<file path="config.mk">
export PLATFORM = sky130hd
export DESIGN_NAME = muldiv_unit
export DESIGN_NICKNAME = d
export VERILOG_FILES = /design/src/rtl/muldiv_pkg.sv /design/src/rtl/muldiv_absval.sv /design/src/rtl/muldiv_unit.sv
export SDC_FILE = /design/constraint.sdc
export NUM_CORES = 1
export LEC_CHECK = 0
export CORE_MARGIN = 10
export CORE_UTILIZATION = 55
export DETAILED_ROUTE_END_ITERATION = 6
export PLACE_DENSITY = 0.78
export SKIP_LAST_GASP = 1
export SLEW_MARGIN = 20
export SYNTH_ARGS = -nofsm -noshare
export SYNTH_HDL_FRONTEND = slang
export SYNTH_SLANG_ARGS = --single-unit
</file>
<file path="constraint.sdc">
create_clock -name clk -period 4.2 [get_ports clk]
set_input_delay 0.63 -clock clk [delete_from_list [all_inputs] [get_ports clk]]
set_output_delay 0.63 -clock clk [all_outputs]
set_load 0.02 [all_outputs]
</file>
<file path="src/rtl/muldiv_pkg.sv">
// Shared encodings for the iterative multiply/divide unit.
// Op codes, FSM state encoding and a small op-class helper.
package muldiv_pkg;

    localparam logic [1:0] OP_MULT  = 2'b00;
    localparam logic [1:0] OP_MULTU = 2'b01;
    localparam logic [1:0] OP_DIV   = 2'b10;
    localparam logic [1:0] OP_DIVU  = 2'b11;

    typedef enum logic [1:0] {
        IDLE = 2'b00,
        CALC = 2'b01,
        FIX  = 2'b10,
        DONE = 2'b11
    } state_t;

    function automatic logic isDivOp(input logic [1:0] op);
        return (op == OP_DIV) || (op == OP_DIVU);
    endfunction

endpackage

</file>
<file path="src/rtl/muldiv_absval.sv">
// Conditional two's-complement negate.
// Used for operand magnitudes and for result sign fix-up.
module muldiv_absval #(
    parameter int N = 32
) (
    input  logic         neg,
    input  logic [N-1:0] val,
    output logic [N-1:0] res
);

    assign res = neg ? (~val + N'(1)) : val;

endmodule

</file>
<file path="src/rtl/muldiv_unit.sv">
// Iterative shift-add multiplier / restoring divider with Hi/Lo registers.
// Define MULDIV_UNSIGNED_EN to compile in MULTU/DIVU; otherwise all ops are signed.
module muldiv_unit
    import muldiv_pkg::*;
#(
    parameter int WIDTH = 32
) (
    input  logic             clk,
    input  logic             reset,
    input  logic             start,
    input  logic [1:0]       op,
    input  logic [WIDTH-1:0] a,
    input  logic [WIDTH-1:0] b,
    input  logic             flush,
    input  logic             wr_hi,
    input  logic             wr_lo,
    input  logic [WIDTH-1:0] wr_data,
    output logic [WIDTH-1:0] hi,
    output logic [WIDTH-1:0] lo,
    output logic             busy,
    output logic             done,
    output logic             div_zero
);

    localparam int CW = $clog2(WIDTH + 1);

    state_t state;
    state_t stateNext;

    logic [CW-1:0]    cnt;
    logic             opDiv;
    logic             qNeg;
    logic             rNeg;
    logic [WIDTH:0]   opnd;
    logic [WIDTH-1:0] rem;
    logic [WIDTH-1:0] quo;

    logic             signedOp;
    logic             isDiv;
    logic             negA;
    logic             negB;
    logic             divByZero;
    logic             lastIter;
    logic [WIDTH:0]   magA;
    logic [WIDTH:0]   magB;
    logic [WIDTH:0]   mulSum;
    logic [WIDTH:0]   divShift;
    logic [WIDTH+1:0] divDiff;
    logic [2*WIDTH-1:0] prodFix;
    logic [WIDTH-1:0] quoFix;
    logic [WIDTH-1:0] remFix;

`ifdef MULDIV_UNSIGNED_EN
    assign signedOp = ~op[0];
`else
    assign signedOp = 1'b1;
`endif

    assign isDiv     = isDivOp(op);
    assign negA      = signedOp & a[WIDTH-1];
    assign negB      = signedOp & b[WIDTH-1];
    assign divByZero = isDiv && (b == '0);
    assign lastIter  = (cnt == CW'(WIDTH));

    // Sign-extend into WIDTH+1 bits so the most-negative value negates cleanly
    muldiv_absval #(.N(WIDTH + 1)) uAbsA (
        .neg (negA),
        .val ({negA, a}),
        .res (magA)
    );

    muldiv_absval #(.N(WIDTH + 1)) uAbsB (
        .neg (negB),
        .val ({negB, b}),
        .res (magB)
    );

    muldiv_absval #(.N(2 * WIDTH)) uFixProd (
        .neg (qNeg),
        .val ({rem, quo}),
        .res (prodFix)
    );

    muldiv_absval #(.N(WIDTH)) uFixQuo (
        .neg (qNeg),
        .val (quo),
        .res (quoFix)
    );

    muldiv_absval #(.N(WIDTH)) uFixRem (
        .neg (rNeg),
        .val (rem),
        .res (remFix)
    );

    assign mulSum   = {1'b0, rem} + (quo[0] ? opnd : '0);
    assign divShift = {rem, quo[WIDTH-1]};
    assign divDiff  = {1'b0, divShift} - {1'b0, opnd};

    assign busy = (state == CALC) || (state == FIX);
    assign done = (state == DONE);

    always_ff @(posedge clk or negedge reset) begin
        if (!reset) begin
            state <= IDLE;
        end else begin
            state <= stateNext;
        end
    end

    always_comb begin
        stateNext = state;
        unique case (state)
            IDLE: begin
                if (start) begin
                    stateNext = divByZero ? DONE : CALC;
                end
            end
            CALC: begin
                if (flush) begin
                    stateNext = IDLE;
                end else if (lastIter) begin
                    stateNext = FIX;
                end
            end
            FIX: begin
                stateNext = flush ? IDLE : DONE;
            end
            DONE: begin
                stateNext = IDLE;
            end
            default: begin
                stateNext = IDLE;
            end
        endcase
    end

    always_ff @(posedge clk or negedge reset) begin
        if (!reset) begin
            hi       <= '0;
            lo       <= '0;
            div_zero <= 1'b0;
            cnt      <= '0;
            opDiv    <= 1'b0;
            qNeg     <= 1'b0;
            rNeg     <= 1'b0;
            opnd     <= '0;
            rem      <= '0;
            quo      <= '0;
        end else begin
            unique case (state)
                IDLE: begin
                    if (wr_hi) hi <= wr_data;
                    if (wr_lo) lo <= wr_data;
                    if (start) begin
                        opDiv    <= isDiv;
                        div_zero <= divByZero;
                        cnt      <= '0;
                        qNeg     <= negA ^ negB;
                        rNeg     <= negA;
                        rem      <= '0;
                        // opnd: multiplicand or divisor; quo: multiplier or dividend
                        opnd     <= isDiv ? magB : magA;
                        quo      <= isDiv ? magA[WIDTH-1:0] : magB[WIDTH-1:0];
                    end
                end
                CALC: begin
                    if (!flush && !lastIter) begin
                        cnt <= cnt + CW'(1);
                        if (opDiv) begin
                            if (!divDiff[WIDTH+1]) begin
                                rem <= divDiff[WIDTH-1:0];
                                quo <= {quo[WIDTH-2:0], 1'b1};
                            end else begin
                                rem <= divShift[WIDTH-1:0];
                                quo <= {quo[WIDTH-2:0], 1'b0};
                            end
                        end else begin
                            rem <= mulSum[WIDTH:1];
                            quo <= {mulSum[0], quo[WIDTH-1:1]};
                        end
                    end
                end
                FIX: begin
                    if (!flush) begin
                        if (opDiv) begin
                            hi <= remFix;
                            lo <= quoFix;
                        end else begin
                            {hi, lo} <= prodFix;
                        end
                    end
                end
                default: begin
                end
            endcase
        end
    end

endmodule

</file>
# Word-level counts from Yosys, hierarchy flattened
# Cells that the tools add are included.
[classes]
n_reduce_logical = 15
n_bitwise = 6
eq_ne = 12
n_mux = 35
add_sub_neg = 8
[ops]
columns = ["op", "n"]
rows = [
  ["two-way mux 32 bit", 16],
  ["case mux 32 bit (2 select lines)", 4],
  ["two-way mux 33 bit", 4],
  ["adder 33 x 1 -> 33 bit (second input constant)", 2],
  ["inverter 33 bit", 2],
  ["adder 32 x 1 -> 32 bit (second input constant)", 2],
  ["adder 64 x 1 -> 64 bit (second input constant)", 1],
  ["two-way mux 64 bit", 1],
  ["inverter 32 bit", 2],
  ["inverter 64 bit", 1],
  ["subtractor 33 x 33 -> 34 bit", 1],
  ["adder 32 x 33 -> 33 bit", 1],
  ["logical NOT 32 bit", 1],
  ["two-way mux 6 bit", 2],
  ["case mux 6 bit (2 select lines)", 1],
  ["two-way mux 2 bit", 5],
  ["AND reduction 3 bit", 3],
  ["equality test 2 bit (second input constant)", 4],
  ["!= test 2 bit (second input constant)", 4],
  ["case mux 2 bit (4 select lines)", 1],
  ["adder 6 x 1 -> 6 bit (second input constant)", 1],
  ["equality test 6 bit (second input constant)", 1],
  ["AND reduction 2 bit", 2],
  ["nonzero test 2 bit", 2],
  ["9 further kinds", 12],
]
[word_totals]
input_bits = 104
wordCells = 87
regBits = 173
out_inout_bits = 67

# Logic depth before layout (Yosys ltp)
[logic_depth]
ltp_word = 6
mapped_depth = 15
ltp_nobuf = 13

# Cells and area by module
# From an unflattened synthesis, not the netlist that was laid out.
[unflattened]
hier_cells = 2294
area_unflattened_um2 = 18474.0
[modules_own_cells]
columns = ["mod", "cells_per_inst", "area_per_inst_um2", "instances", "seq_area_each_um2"]
rows = [
  ["muldiv_unit", 1676, 13579.3, 1, 4329.2],
  ["muldiv_absval (uAbsA ...)", 107, 845.8, 2, 0.0],
  ["muldiv_absval (uFixProd)", 206, 1649.1, 1, 0.0],
  ["muldiv_absval (uFixQuo ...)", 99, 777.0, 2, 0.0],
]

# Least setup slack after synthesis
# OpenSTA, ideal clock, no wires.
[synth_path]
kind = "reg-to-reg"
from = "register quo[0]"
to = "register rem[31]"
stages_incl_launch_ff = 15
n_path_buf = 2
setup_time_ps = 87
t_arrival_ps = 3226
setup_slack_ps = 887
path_cell_list = "dfrtp_1 > clkbuf_1 > inv_1 > clkbuf_1 > nor2_1 > ha_1 > a21oi_1 > o21ba_2 > nand3b_1 > a31o_2 > a211o_1 > a2111oi_0 > o31ai_1 > xor2_1 > o211ai_1"
[synth_via]
elab_chain_cells = 5
[synth_rtl]
columns = ["element", "line", "source"]
rows = [
  ["start, declared", "muldiv_unit.sv:36", "logic [WIDTH-1:0] quo;"],
  ["start signal, assigned", "muldiv_unit.sv:164", "quo <= isDiv ? magA[WIDTH-1:0] : magB[WIDTH-1:0];"],
  ["start signal, assigned", "muldiv_unit.sv:173", "quo <= {quo[WIDTH-2:0], 1'b1};"],
  ["start signal, assigned", "muldiv_unit.sv:176", "quo <= {quo[WIDTH-2:0], 1'b0};"],
  ["two-way mux 33 bit", "muldiv_unit.sv:96", "assign mulSum = {1'b0, rem} + (quo[0] ? opnd : '0);"],
  ["adder 32 x 33 -> 33 bit", "muldiv_unit.sv:96", ""],
  ["two-way mux 32 bit", "muldiv_unit.sv:170", "if (opDiv) begin"],
  ["two-way mux 32 bit", "muldiv_unit.sv:168", "if (!flush && !lastIter) begin"],
  ["case mux 32 bit (2 select lines)", "muldiv_unit.sv:151", "unique case (state)"],
  ["end signal, assigned", "muldiv_unit.sv:172", "rem <= divDiff[WIDTH-1:0];"],
  ["end signal, assigned", "muldiv_unit.sv:175", "rem <= divShift[WIDTH-1:0];"],
  ["end signal, assigned", "muldiv_unit.sv:179", "rem <= mulSum[WIDTH:1];"],
  ["end, declared", "muldiv_unit.sv:35", "logic [WIDTH-1:0] rem;"],
]
# Every way passes these cells. The select of a mux whose other input is x is not followed.
# A chain may end at the register's enable or synchronous reset.

# Final worst setup path
# Same ends and word-level chain as after synthesis.

==> flow_summary.yaml <==
status:
  outcome: "complete, but fails checks"
  violations: "design-rule violations"
grt:
  use_met1_pct: 39.6
  grtUsageMet2_pct: 46.2
  gr-usage-all-layers_pct: 30.0
  grt_pass1_wl_um: 80400
  gr-total-overflow: 0
  top_usage_layer: "met2"
  grt_pass1_vias: 14000
  use_met3_pct: 5.86
  grt_antenna_before_repair: 0
  grt_max_degree: 94
logic_synthesis:
  synth.avg_cell_area_sq_um: 7.91
  syn_inst: 1900
  ys_warn_count: 0
  synth_largest_area_cell: "dfrtp_1"
  ys_ff_latch: 173
  yosysUniqueCellTypes: 75
  synth_edf_count: 0
  ys.flop_type: "dfrtp_1"
  yosysSeqAreaShare_pct: 28.8
  synth_nets: 2081
  netlist_area_sq_um: 15000
  synthArstFlopShare_pct: 100
  synth_top_area_share_pct: 28.8
  yosys-top-cells-area: "dfrtp_1 29%, ha_1 6.2%, o21ai_0 5.6%"
sta:
  period_needed_ns: 3.79
  slew_headroom_pct: 31.4
  finalHoldViolCount: 0
  rsz0062_at_grt: "no"
  finClkSkew_ns: 0.0163
  hold_ws_ns: 0.254
  period_share_pct: 90.2
  tightestPinTransition_ns: 1.03
  maxSlewViolCount: 0
  setup_viol: 0
  fmax_mhz: 264
  setup-tns-final_ns: 0
clock_network:
  cts_root_buf: "clkbuf_16"
  path_clk_slew_ns: 0.09
  cts_hold_buf: 0
  cts_setup_buffers: 0
  cts_tree: "done"
  cts_resized: 0
  cts_buffers: 17
  clock_latency_ns: 0.45
  clockBufferDepth: 2
  cts_num_sinks: 173
  h-tree-depth: 4
critical_path:
  crit_fanout: 10
  start_kind: "register"
  crit_arrival_ns: 4.14
  worstSetupPathType: "reg -> reg"
  worstSetupEndpointType: "register"
  required_ns: 4.55
routing:
  routed_wl_um: 52300
  dr_total_vias: 15200
  drtIter0Drc: 1723
  drtAntennaViolNets: 0
  drt_pass1_iterations: 7
  viasPerCell: 6.33
  wl_per_cell_um: 21.8
  drc: 2
flow_run:
  drv_cap: 0
finish:
  fin_nets: 2221
  drive_gt1_share_pct: 7.94
  synthToLayoutAreaGrowth_pct: 19.3
  final_common_cell: "nand2_1"
  final_core_util_pct: 66.5
  layout_common_cells: "220 x nand2_1, 179 x nor2_1, 172 x dfrtp_1, 169 x o21ai_0, 167 x clkdlybuf4s50_1"
  n_antenna_cell: 0
  fin_area_sq_um: 17900
floorplanning:
  core-area_sq_um: 27000
  dieWidth_um: 185
  die_area_sq_um: 34300
  rows: 60
  chipHeight_um: 185
  boundaryPins: 171
  initial_core_util_pct: 55.7
pwr:
  vdd_ir_drop_max_mv: 0.447
  power.density_nw_per_um2: 839
  power.leakage_uw: 0.00787
  p_total_uw: 15000
placed_design:
  gp_congestion: 0.988
  dpl-instance-area_sq_um: 17300
  port_buffers: 169
  dpl.hpwl_um: 40800
hold_path:
  hold_path_class: "in -> async"
## cell families (layout without fill, tap and decap cells)
family	count (synthesis)	in the layout	synth area share [%]
buffers and inverters	182	335	4.62
DFF	173	173	28.8
and+or+nand+nor	583	583	18.0
xor gates and xnor gates	170	170	9.91
adders and majority gates	77	77	6.51
muxes	71	71	4.94
AOI/OAI and AO/OA	644	644	27.2
## report_power, final
group | switching [uW] | internal [uW] | total [uW]
Combinational | 6010 | 4040 | 10000
Sequential | 840 | 2420 | 3260
Clock | 893 | 843 | 1740
Total | 7740 | 7300 | 15000
## routing by layer
layer | part of all wire [%] | routed length [um]
met1 | 42 | 21700
met2 | 43 | 22600
met3 | 10 | 5310
met4 | 4.9 | 2570
met5 | 0 | 0
## metrics by stage
step           setup WS, ns  instances
2_1_floorplan         0.887       1900
3_3_place_gp          0.338       2362
3_5_place_dp          0.314       2362
4_1_cts               0.463       2394
5_1_grt               0.190       2394
6_report              0.413       2394
## path summary, 6_finish.rpt
check	start	to	slack [ns]	cells after the start
worst max-delay path	quo[0]	rem[31]	0.41	13
worst min-delay path	reset	hi[15]	0.25	1
worst max register to register	quo[0]	rem[31]	0.41	13
worst min register to register	opnd[23]	opnd[23]	0.47	2
max in group asynchronous	reset	hi[2]	2.88	2
min in group clk	opnd[23]	opnd[23]	0.47	2
## synth_stat cells, drive strengths merged (4+ instances only)
cell type    n
clkbuf      93
o21a         9
nor3        32
mux2        25
nand2b      15
a22o         4
dfrtp      173
nand4       12
nor2b       16
buf         21
o31a         4
a22oi       12
ha          75
o41ai       19
or2          8
and3         8
xor2        85
o31ai       35
and2         5
o221ai       6
a21o        67
a21oi      158
nor2       180
nand3b       4
nand3       26
a31oi        9
o21ai      187
a221o        4
nand2      222
xnor2       85
mux2i       46
inv         68
or4         18
a21boi       5
nor4        13
o22ai        4
a211oi      77
o21bai       9
o211ai      12
or3         12
## layout make-up
type,count,area (sq um)
Clock buffer,17,425
Clock inverter,15,215
Fill cell,2323,9020
Inverter,68,255
Multi-Input combinational cell,1545,10100
Sequential cell,173,4330
Tap cell,341,427
Timing Repair Buffer,235,2220
## critical path, stage by stage, from the launching register on
cell	delay, ns
dfrtp_1	0.38
inv_1	0.37
nor2_1	0.11
ha_1	0.35
nor2b_1	0.17
o2111ai_1	0.27
nand3b_1	0.22
a31o_2	0.33
a211o_1	0.33
a2111oi_0	0.49
buf_4	0.20
o31ai_1	0.11
xor2_1	0.18
o211ai_1	0.18
## flip-flops by register name (all words and copies together), names as in the netlist
| register | count |
|---|---|
| quo | 32 |
| div_zero | 1 |
| cnt | 6 |
| opnd | 33 |
| lo | 32 |
| state | 2 |
| qNeg | 1 |
| rem | 32 |
| rNeg | 1 |
| hi | 32 |
| opDiv | 1 |
Note: power is estimated with default switching activity, not from simulation.
